<file path="src/rtl/qr_module_sampler_if.sv">
// Sampler bus bundle: start/geometry inputs, frame-buffer read port, grid result.
// Latency: n/a (wiring only).
// Backpressure: none; the frame buffer must accept one read per cycle.
// Ports: centers_x/centers_y/mod_size/mod_size_valid (start side),
//        pixel_addr/read_en/pixel_in (frame-buffer side),
//        qr_grid/grid_valid/clipped/error_out/busy_out (result side).
interface qr_module_sampler_if #(
    parameter int GRID       = 21,
    parameter int IMG_WIDTH  = 320,
    parameter int IMG_HEIGHT = 240,
    parameter int ADDR_W     = $clog2(IMG_WIDTH * IMG_HEIGHT)
);
    logic [2:0][8:0]        centers_x;
    logic [2:0][8:0]        centers_y;
    logic [8:0]             mod_size;
    logic                   mod_size_valid;
    logic [ADDR_W-1:0]      pixel_addr;
    logic                   read_en;
    logic                   pixel_in;
    logic [GRID*GRID-1:0]   qr_grid;
    logic                   grid_valid;
    logic                   clipped;
    logic                   error_out;
    logic                   busy_out;

    // Sampler side.
    modport slave (
        input  centers_x, centers_y, mod_size, mod_size_valid, pixel_in,
        output pixel_addr, read_en, qr_grid, grid_valid, clipped, error_out, busy_out
    );

    // Upstream estimator / frame buffer / decoder side.
    modport master (
        output centers_x, centers_y, mod_size, mod_size_valid, pixel_in,
        input  pixel_addr, read_en, qr_grid, grid_valid, clipped, error_out, busy_out
    );
endinterface

</file>
<file path="src/rtl/qr_module_sampler.sv">
// Samples one frame-buffer pixel per QR module centre into a GRID x GRID bit grid.
// Latency: start -> grid_valid = GRID*GRID + 2 + READ_LATENCY cycles (2 for mod_size = 0).
// Backpressure: none; one read per cycle, starts ignored while busy.
// Ports: clk_in/rst_in (async active-high), bus (slave modport of qr_module_sampler_if).
module qr_module_sampler #(
    parameter int GRID         = 21,
    parameter int IMG_WIDTH    = 320,
    parameter int IMG_HEIGHT   = 240,
    parameter int READ_LATENCY = 2,
    parameter int ADDR_W       = $clog2(IMG_WIDTH * IMG_HEIGHT)
) (
    input  logic                clk_in,
    input  logic                rst_in,
    qr_module_sampler_if.slave  bus
);
    localparam int CELLS = GRID * GRID;
    localparam int IDX_W = $clog2(CELLS);
    localparam int RC_W  = $clog2(GRID);
    localparam int DRN_W = (READ_LATENCY > 1) ? $clog2(READ_LATENCY) : 1;

    localparam logic signed [15:0] X_MAX    = 16'(IMG_WIDTH - 1);
    localparam logic signed [15:0] Y_MAX    = 16'(IMG_HEIGHT - 1);
    localparam logic [RC_W-1:0]    LAST_RC  = RC_W'(GRID - 1);
    localparam logic [DRN_W-1:0]   DRN_LAST = DRN_W'(READ_LATENCY - 1);

    typedef enum logic [2:0] {
        S_IDLE,
        S_SETUP,
        S_ISSUE,
        S_DRAIN,
        S_DONE
    } state_t;

    state_t state, state_nxt;

    logic [8:0]             cx_q, cy_q, mod_q;
    logic signed [15:0]     x0_q, x_q, y_q;
    logic [RC_W-1:0]        row_q, col_q;
    logic [IDX_W-1:0]       idx_q;
    logic [DRN_W-1:0]       drn_q;
    logic [READ_LATENCY-1:0] vld_sr;
    logic [IDX_W-1:0]       idx_sr [READ_LATENCY];
    logic [CELLS-1:0]       grid_q;
    logic                   clip_q, err_q;

    // Geometry helpers. Top-left finder centre is module (3,3), so the grid
    // origin sits three pitches up and left of it.
    logic signed [15:0] mod_s, cx_s, cy_s, org_x, org_y;
    logic               issue, last_read;
    logic               x_lo, x_hi, y_lo, y_hi, any_clamp;
    logic [15:0]        xc, yc;

    assign mod_s = $signed({7'd0, mod_q});
    assign cx_s  = $signed({7'd0, cx_q});
    assign cy_s  = $signed({7'd0, cy_q});
    assign org_x = cx_s - (mod_s + (mod_s <<< 1));
    assign org_y = cy_s - (mod_s + (mod_s <<< 1));

    assign issue     = (state == S_ISSUE);
    assign last_read = (row_q == LAST_RC) && (col_q == LAST_RC);

    assign x_lo = (x_q < 16'sd0);
    assign x_hi = (x_q > X_MAX);
    assign y_lo = (y_q < 16'sd0);
    assign y_hi = (y_q > Y_MAX);
    assign any_clamp = x_lo | x_hi | y_lo | y_hi;

    assign xc = x_lo ? 16'd0 : (x_hi ? $unsigned(X_MAX) : $unsigned(x_q));
    assign yc = y_lo ? 16'd0 : (y_hi ? $unsigned(Y_MAX) : $unsigned(y_q));

    // Address is forced to zero outside ISSUE so it only carries meaning
    // alongside read_en and reads zero out of reset.
    assign bus.pixel_addr = issue
        ? (ADDR_W'(yc) * ADDR_W'(IMG_WIDTH) + ADDR_W'(xc))
        : '0;
    assign bus.read_en    = issue;
    assign bus.qr_grid    = grid_q;
    assign bus.grid_valid = (state == S_DONE);
    assign bus.clipped    = clip_q;
    assign bus.error_out  = err_q;
    assign bus.busy_out   = (state != S_IDLE);

    // State register.
    always_ff @(posedge clk_in or posedge rst_in) begin
        if (rst_in) begin
            state <= S_IDLE;
        end else begin
            state <= state_nxt;
        end
    end

    // Next-state logic.
    always_comb begin
        state_nxt = state;
        case (state)
            S_IDLE:  if (bus.mod_size_valid) state_nxt = S_SETUP;
            S_SETUP: state_nxt = (mod_q == 9'd0) ? S_DONE : S_ISSUE;
            S_ISSUE: if (last_read) state_nxt = S_DRAIN;
            S_DRAIN: if (drn_q == DRN_LAST) state_nxt = S_DONE;
            S_DONE:  state_nxt = S_IDLE;
            default: state_nxt = S_IDLE;
        endcase
    end

    // Datapath: latched geometry, incremental coordinate walk, in-flight
    // read tracking and result capture.
    always_ff @(posedge clk_in or posedge rst_in) begin
        if (rst_in) begin
            cx_q   <= '0;
            cy_q   <= '0;
            mod_q  <= '0;
            x0_q   <= '0;
            x_q    <= '0;
            y_q    <= '0;
            row_q  <= '0;
            col_q  <= '0;
            idx_q  <= '0;
            drn_q  <= '0;
            vld_sr <= '0;
            for (int i = 0; i < READ_LATENCY; i++) idx_sr[i] <= '0;
            grid_q <= '0;
            clip_q <= 1'b0;
            err_q  <= 1'b0;
        end else begin
            // Each read carries its grid index down the pipe so the data
            // lands in the right bit READ_LATENCY cycles later.
            vld_sr[0] <= issue;
            idx_sr[0] <= idx_q;
            for (int i = 1; i < READ_LATENCY; i++) begin
                vld_sr[i] <= vld_sr[i-1];
                idx_sr[i] <= idx_sr[i-1];
            end
            if (vld_sr[READ_LATENCY-1]) begin
                grid_q[idx_sr[READ_LATENCY-1]] <= bus.pixel_in;
            end

            case (state)
                S_IDLE: begin
                    if (bus.mod_size_valid) begin
                        cx_q   <= bus.centers_x[1];
                        cy_q   <= bus.centers_y[1];
                        mod_q  <= bus.mod_size;
                        grid_q <= '0;
                        clip_q <= 1'b0;
                        err_q  <= 1'b0;
                    end
                end
                S_SETUP: begin
                    if (mod_q == 9'd0) begin
                        err_q <= 1'b1;
                    end else begin
                        x0_q  <= org_x;
                        x_q   <= org_x;
                        y_q   <= org_y;
                        row_q <= '0;
                        col_q <= '0;
                        idx_q <= '0;
                    end
                end
                S_ISSUE: begin
                    drn_q <= '0;
                    if (any_clamp) clip_q <= 1'b1;
                    idx_q <= idx_q + 1'b1;
                    if (col_q == LAST_RC) begin
                        col_q <= '0;
                        x_q   <= x0_q;
                        row_q <= row_q + 1'b1;
                        y_q   <= y_q + mod_s;
                    end else begin
                        col_q <= col_q + 1'b1;
                        x_q   <= x_q + mod_s;
                    end
                end
                S_DRAIN: begin
                    drn_q <= drn_q + 1'b1;
                end
                default: begin
                end
            endcase
        end
    end
endmodule

</file>
<file path="src/flat_wrapper.sv">
// flat-port wrapper written by rule: the top's interface ports become plain ports
module qr_module_sampler_flat 
#(
    parameter int GRID         = 21,
    parameter int IMG_WIDTH    = 320,
    parameter int IMG_HEIGHT   = 240,
    parameter int READ_LATENCY = 2,
    parameter int ADDR_W       = $clog2(IMG_WIDTH * IMG_HEIGHT)
)
  (clk_in, rst_in, bus_centers_x, bus_centers_y, bus_mod_size, bus_mod_size_valid, bus_pixel_in, bus_pixel_addr, bus_read_en, bus_qr_grid, bus_grid_valid, bus_clipped, bus_error_out, bus_busy_out);
  qr_module_sampler_if #(.GRID(GRID), .IMG_WIDTH(IMG_WIDTH), .IMG_HEIGHT(IMG_HEIGHT), .ADDR_W(ADDR_W)) bus_i ();
  input  logic clk_in;
  input  logic rst_in;
  input wire logic [$bits(bus_i.centers_x)-1:0] bus_centers_x;
  input wire logic [$bits(bus_i.centers_y)-1:0] bus_centers_y;
  input wire logic [$bits(bus_i.mod_size)-1:0] bus_mod_size;
  input wire logic [$bits(bus_i.mod_size_valid)-1:0] bus_mod_size_valid;
  input wire logic [$bits(bus_i.pixel_in)-1:0] bus_pixel_in;
  output wire logic [$bits(bus_i.pixel_addr)-1:0] bus_pixel_addr;
  output wire logic [$bits(bus_i.read_en)-1:0] bus_read_en;
  output wire logic [$bits(bus_i.qr_grid)-1:0] bus_qr_grid;
  output wire logic [$bits(bus_i.grid_valid)-1:0] bus_grid_valid;
  output wire logic [$bits(bus_i.clipped)-1:0] bus_clipped;
  output wire logic [$bits(bus_i.error_out)-1:0] bus_error_out;
  output wire logic [$bits(bus_i.busy_out)-1:0] bus_busy_out;
  assign bus_i.centers_x = bus_centers_x;
  assign bus_i.centers_y = bus_centers_y;
  assign bus_i.mod_size = bus_mod_size;
  assign bus_i.mod_size_valid = bus_mod_size_valid;
  assign bus_i.pixel_in = bus_pixel_in;
  assign bus_pixel_addr = bus_i.pixel_addr;
  assign bus_read_en = bus_i.read_en;
  assign bus_qr_grid = bus_i.qr_grid;
  assign bus_grid_valid = bus_i.grid_valid;
  assign bus_clipped = bus_i.clipped;
  assign bus_error_out = bus_i.error_out;
  assign bus_busy_out = bus_i.busy_out;
  qr_module_sampler #(.GRID(GRID), .IMG_WIDTH(IMG_WIDTH), .IMG_HEIGHT(IMG_HEIGHT), .READ_LATENCY(READ_LATENCY), .ADDR_W(ADDR_W)) u_core (.clk_in(clk_in), .rst_in(rst_in), .bus(bus_i));
endmodule
</file>
<file path="config.mk">
export PLATFORM = sky130hd
export DESIGN_NAME = qr_module_sampler_flat
export DESIGN_NICKNAME = d
export VERILOG_FILES = /design/src/rtl/qr_module_sampler_if.sv /design/src/rtl/qr_module_sampler.sv /design/src/flat_wrapper.sv
export SDC_FILE = /design/constraint.sdc
export NUM_CORES = 2
export LEC_CHECK = 0
export ABC_CLOCK_PERIOD_IN_PS = 18970
export CELL_PAD_IN_SITES_DETAIL_PLACEMENT = 0
export CELL_PAD_IN_SITES_GLOBAL_PLACEMENT = 2
export CORE_UTILIZATION = 29
export DETAILED_ROUTE_END_ITERATION = 8
export PLACE_DENSITY = 0.87
export REMOVE_ABC_BUFFERS = 1
export SLEW_MARGIN = 20
export SYNTH_ARGS = -nofsm -noshare
export SYNTH_HDL_FRONTEND = slang
export SYNTH_SLANG_ARGS = --single-unit
</file>
<file path="constraint.sdc">
create_clock -name clk_in -period 18.97 [get_ports clk_in]
set_input_delay 2.8455 -clock clk_in [delete_from_list [all_inputs] [get_ports clk_in]]
set_output_delay 2.8455 -clock clk_in [all_outputs]
set_load 0.01 [all_outputs]
</file>
==> impl_metrics.yaml <==
global_route:
  track_usage_pct: 23.9
  first_global_vias: 24400
  grt_remaining_overflow: 0
  antenna_found_initial: 2
  grt_max_degree: 215
  grt_pass1_wl_um: 170000
logic_synthesis:
  synth_warnings: 0
  syn_area_per_cell_um2: 9.02
  muxShareOfSynthArea_pct: 1.05
  synth_area_um2: 27100
  synth_simple_gate_area_share_pct: 15.0
  synth_top_family_by_area: "compound AO/OA/AOI/OAI gates"
  synth-xor-area-share_pct: 1.58
  ys_seq_area_share_pct: 51.8
  synth_cell_types: 71
  ys_ff_latch: 561
  synthAdderAreaFrac_pct: 3.95
  synthFlopType: "dfrtp_1"
  synth_edf_count: 0
  synth_compound_area_share_pct: 22.5
  synthArstFlopShare_pct: 100
  synthCells: 3002
power_and_ir_drop:
  power_density_nw_per_um2: 127
  p_sw_share_pct: 38.5
  power_switching_mw: 1.74
  peakVddDrop_mv: 0.107
  p_comb_share_pct: 37.9
  power.share.clock_pct: 30.2
  p_int_mw: 2.78
  seq_power_share_pct: 31.9
  total_leakage_power_nw: 14.5
floorplan:
  die_w_um: 308
  dieArea_um2: 94600
  core_area_um2: 92100
  rows: 111
  die_height_um: 308
  ioPinCount: 530
  start_util_pct: 29.4
worst_setup_path:
  crit_chain: "nor4_1, nand3_1, nor2_1, nor2_1, ha_1, ha_1, fa_1, a21o_1, a21oi_1, o21bai_1, a21oi_1, xnor2_1, or4_1, o211ai_1, clkdlybuf4s50_1"
  critPathMaxStageDelay_ps: 560
  critPathSlowestCell: "clkdlybuf4s50_1"
  path_buf_inv: 1
  r2r_setup_slack_ps: 14450
  crit_family: "simple AND/OR/NAND/NOR gates"
  required_ps: 16120
  worst-setup-path-type: "flip-flop to output pin"
  cp-end-kind: "output pin"
  path_max_fanout: 12
  worstSetupStartpointType: "flip-flop"
  cp_data_arrival_time_ps: 4980
route:
  via_per_inst: 5.45
  via_count: 25500
  wl_met2_um: 53700
  routed-wl-met3_um: 9920
  drt-met1-wl_um: 48200
  drt_pass1_iterations: 5
  drt_iter0_drc: 2727
  dr.max_layer_used: "met4"
  wl_per_cell_um: 24.8
  postRouteWirelength_um: 116000
  antenna_left: 0
  drcViolationCount: 0
placed_design:
  dp_worst_setup_slack_ps: 11760
  dpl.cell_count: 4549
  hpwl_um: 73900
  gp_congestion: 0.812
  io_buffers: 493
clock_network:
  cts_root_buf: "clkbuf_16"
  cts_htree_levels: 3
  cts_tree: "done"
  clock_latency_ps: 610
  cts_buffer_depth: 3
  post_cts_resized: 0
  clock-sinks: 561
  postCtsSetupBuffers: 0
  clk_pin_slew_ps: 60
  cts_buffers: 67
  hold_buffers: 0
timing:
  max_slew_margin_pct: 22.3
  fin_worst_skew_ps: 27.7
  report.final.hold_viol_count: 0
  slew_viol_final: 0
  tightest_slew_ps: 1170
  fmax_mhz: 128
  min_period_ps: 7830
  finalSetupViolCount: 0
  whs_ps: 336
  setup_slack_ps: 11140
  period_share_pct: 41.3
  rsz0062_at_grt: "no"
finish:
  area_growth_pct: 32.0
  final_cell_mix: "561 x dfrtp_1, 514 x o21ai_0, 494 x a21oi_1"
  final_cells: 4672
  fillers: 9331
  nNetsFinal: 3523
  post-route-util_pct: 38.8
  drive_gt1_share_pct: 6.83
  final_common_cell: "dfrtp_1"
status:
  outcome: "complete, no violations"
min_path:
  hold_class: "flip-flop to flip-flop"
job:
  cap_violations: 0
layout make-up:
class	count	area [um^2]	area share, %
clock inverters	17	343	0.959
repair buffers	556	5520	15.5
clock buffers	103	1990	5.57
diodes	3	7.51	0.0210
well taps	1243	1560	4.35
inverters	35	139	0.389
multi-input cells	2154	12100	34.0
flip-flops and latches	561	14000	39.3
sequential cells by signal, summed over array words and instances, names as in the netlist:
name and cells:
u_core.x_q 16, u_core.bus.clipped 1, u_core.mod_q 9, u_core.bus.qr_grid 441
u_core.row_q 5, u_core.col_q 5, u_core.cx_q 9, u_core.x0_q 16
u_core.state 3, u_core.cy_q 9, u_core.y_q 16, u_core.bus.error_out 1
u_core.idx_q 9, u_core.vld_sr 2, u_core.idx_sr 18, u_core.drn_q 1
through the flow:
stage               power [mW]  TNS [ps]  instance area (um^2)
floorplan                 2.64     -8420                 26100
global placement          3.15         0                 33300
detailed placement        3.16         0                 33400
CTS                       4.55         0                 35700
global route              4.81         0                 35700
finish                    4.52         0                 35700
worst reg2reg max path, delay by kind of cell, from the launching register on:
kind	cells	cell delay [ps]
AO/OA/AOI/OAI	1	390
buffers and inverters	3	2430
flip-flops	1	510
AND/OR/NAND/NOR	3	1020
cell families after synthesis:
| family | count (synthesis) |
|---|---|
| fa+ha+maj | 82 |
| flops | 561 |
| buf+inv | 294 |
| simple gates | 844 |
| compound gates | 1145 |
| mux | 26 |
| other cells | 1 |
| xor+xnor | 49 |
worst paths after layout:
| path | startpoint | to | depth (start not counted) |
|---|---|---|---|
| setup / recovery | u_core.y_q[12] | bus_pixel_addr[15] | 15 |
| hold / removal | u_core.idx_sr[9] | u_core.idx_sr[0] | 0 |
| hold reg to reg | u_core.idx_sr[9] | u_core.idx_sr[0] | 0 |
| max in group asynchronous | rst_in | u_core.bus.qr_grid[117] | 5 |
| setup reg to reg | u_core.state[1] | u_core.bus.qr_grid[411] | 7 |
| min in group asynchronous | rst_in | u_core.cx_q[0] | 2 |
power groups by stage:
stage	clock [mW]	sequential, mW	combinational [mW]
floorplan	0	1.42	1.22
global placement	0	1.46	1.69
detailed placement	0	1.46	1.70
CTS	1.39	1.44	1.71
global route	1.43	1.46	1.91
finish	1.37	1.44	1.71
metal layers:
layer  GRT usage, %  up-vias
li1               -    11500
met1           31.8    12700
met2           37.8     1051
met3           5.86      188
met4           8.16        0
met5              0        -
cells in the mapped netlist, drive strengths merged (5+ instances only):
cell / n / area, um^2
nor2b: 17 / 106
nor2: 152 / 571
nor3: 23 / 115
nand3: 458 / 2290
clkbuf: 245 / 920
nand4: 8 / 50.1
ha: 75 / 938
o21a: 19 / 143
a31oi: 9 / 56.3
a211oi: 23 / 173
nand2b: 9 / 56.3
and2: 5 / 31.3
inv: 35 / 131
o21ai: 523 / 2620
dfrtp: 561 / 14000
a21oi: 494 / 2470
o31ai: 5 / 37.5
nand2: 122 / 458
o22ai: 6 / 37.5
or3: 8 / 50.1
mux2i: 7 / 70.1
nand3b: 8 / 60.1
buf: 14 / 53.8
mux2: 19 / 214
xor2: 28 / 245
and3: 10 / 62.6
xnor2: 21 / 184
a21o: 19 / 143
o211ai: 7 / 52.6
fa: 6 / 120
Power figures use the tool's default switching activity.
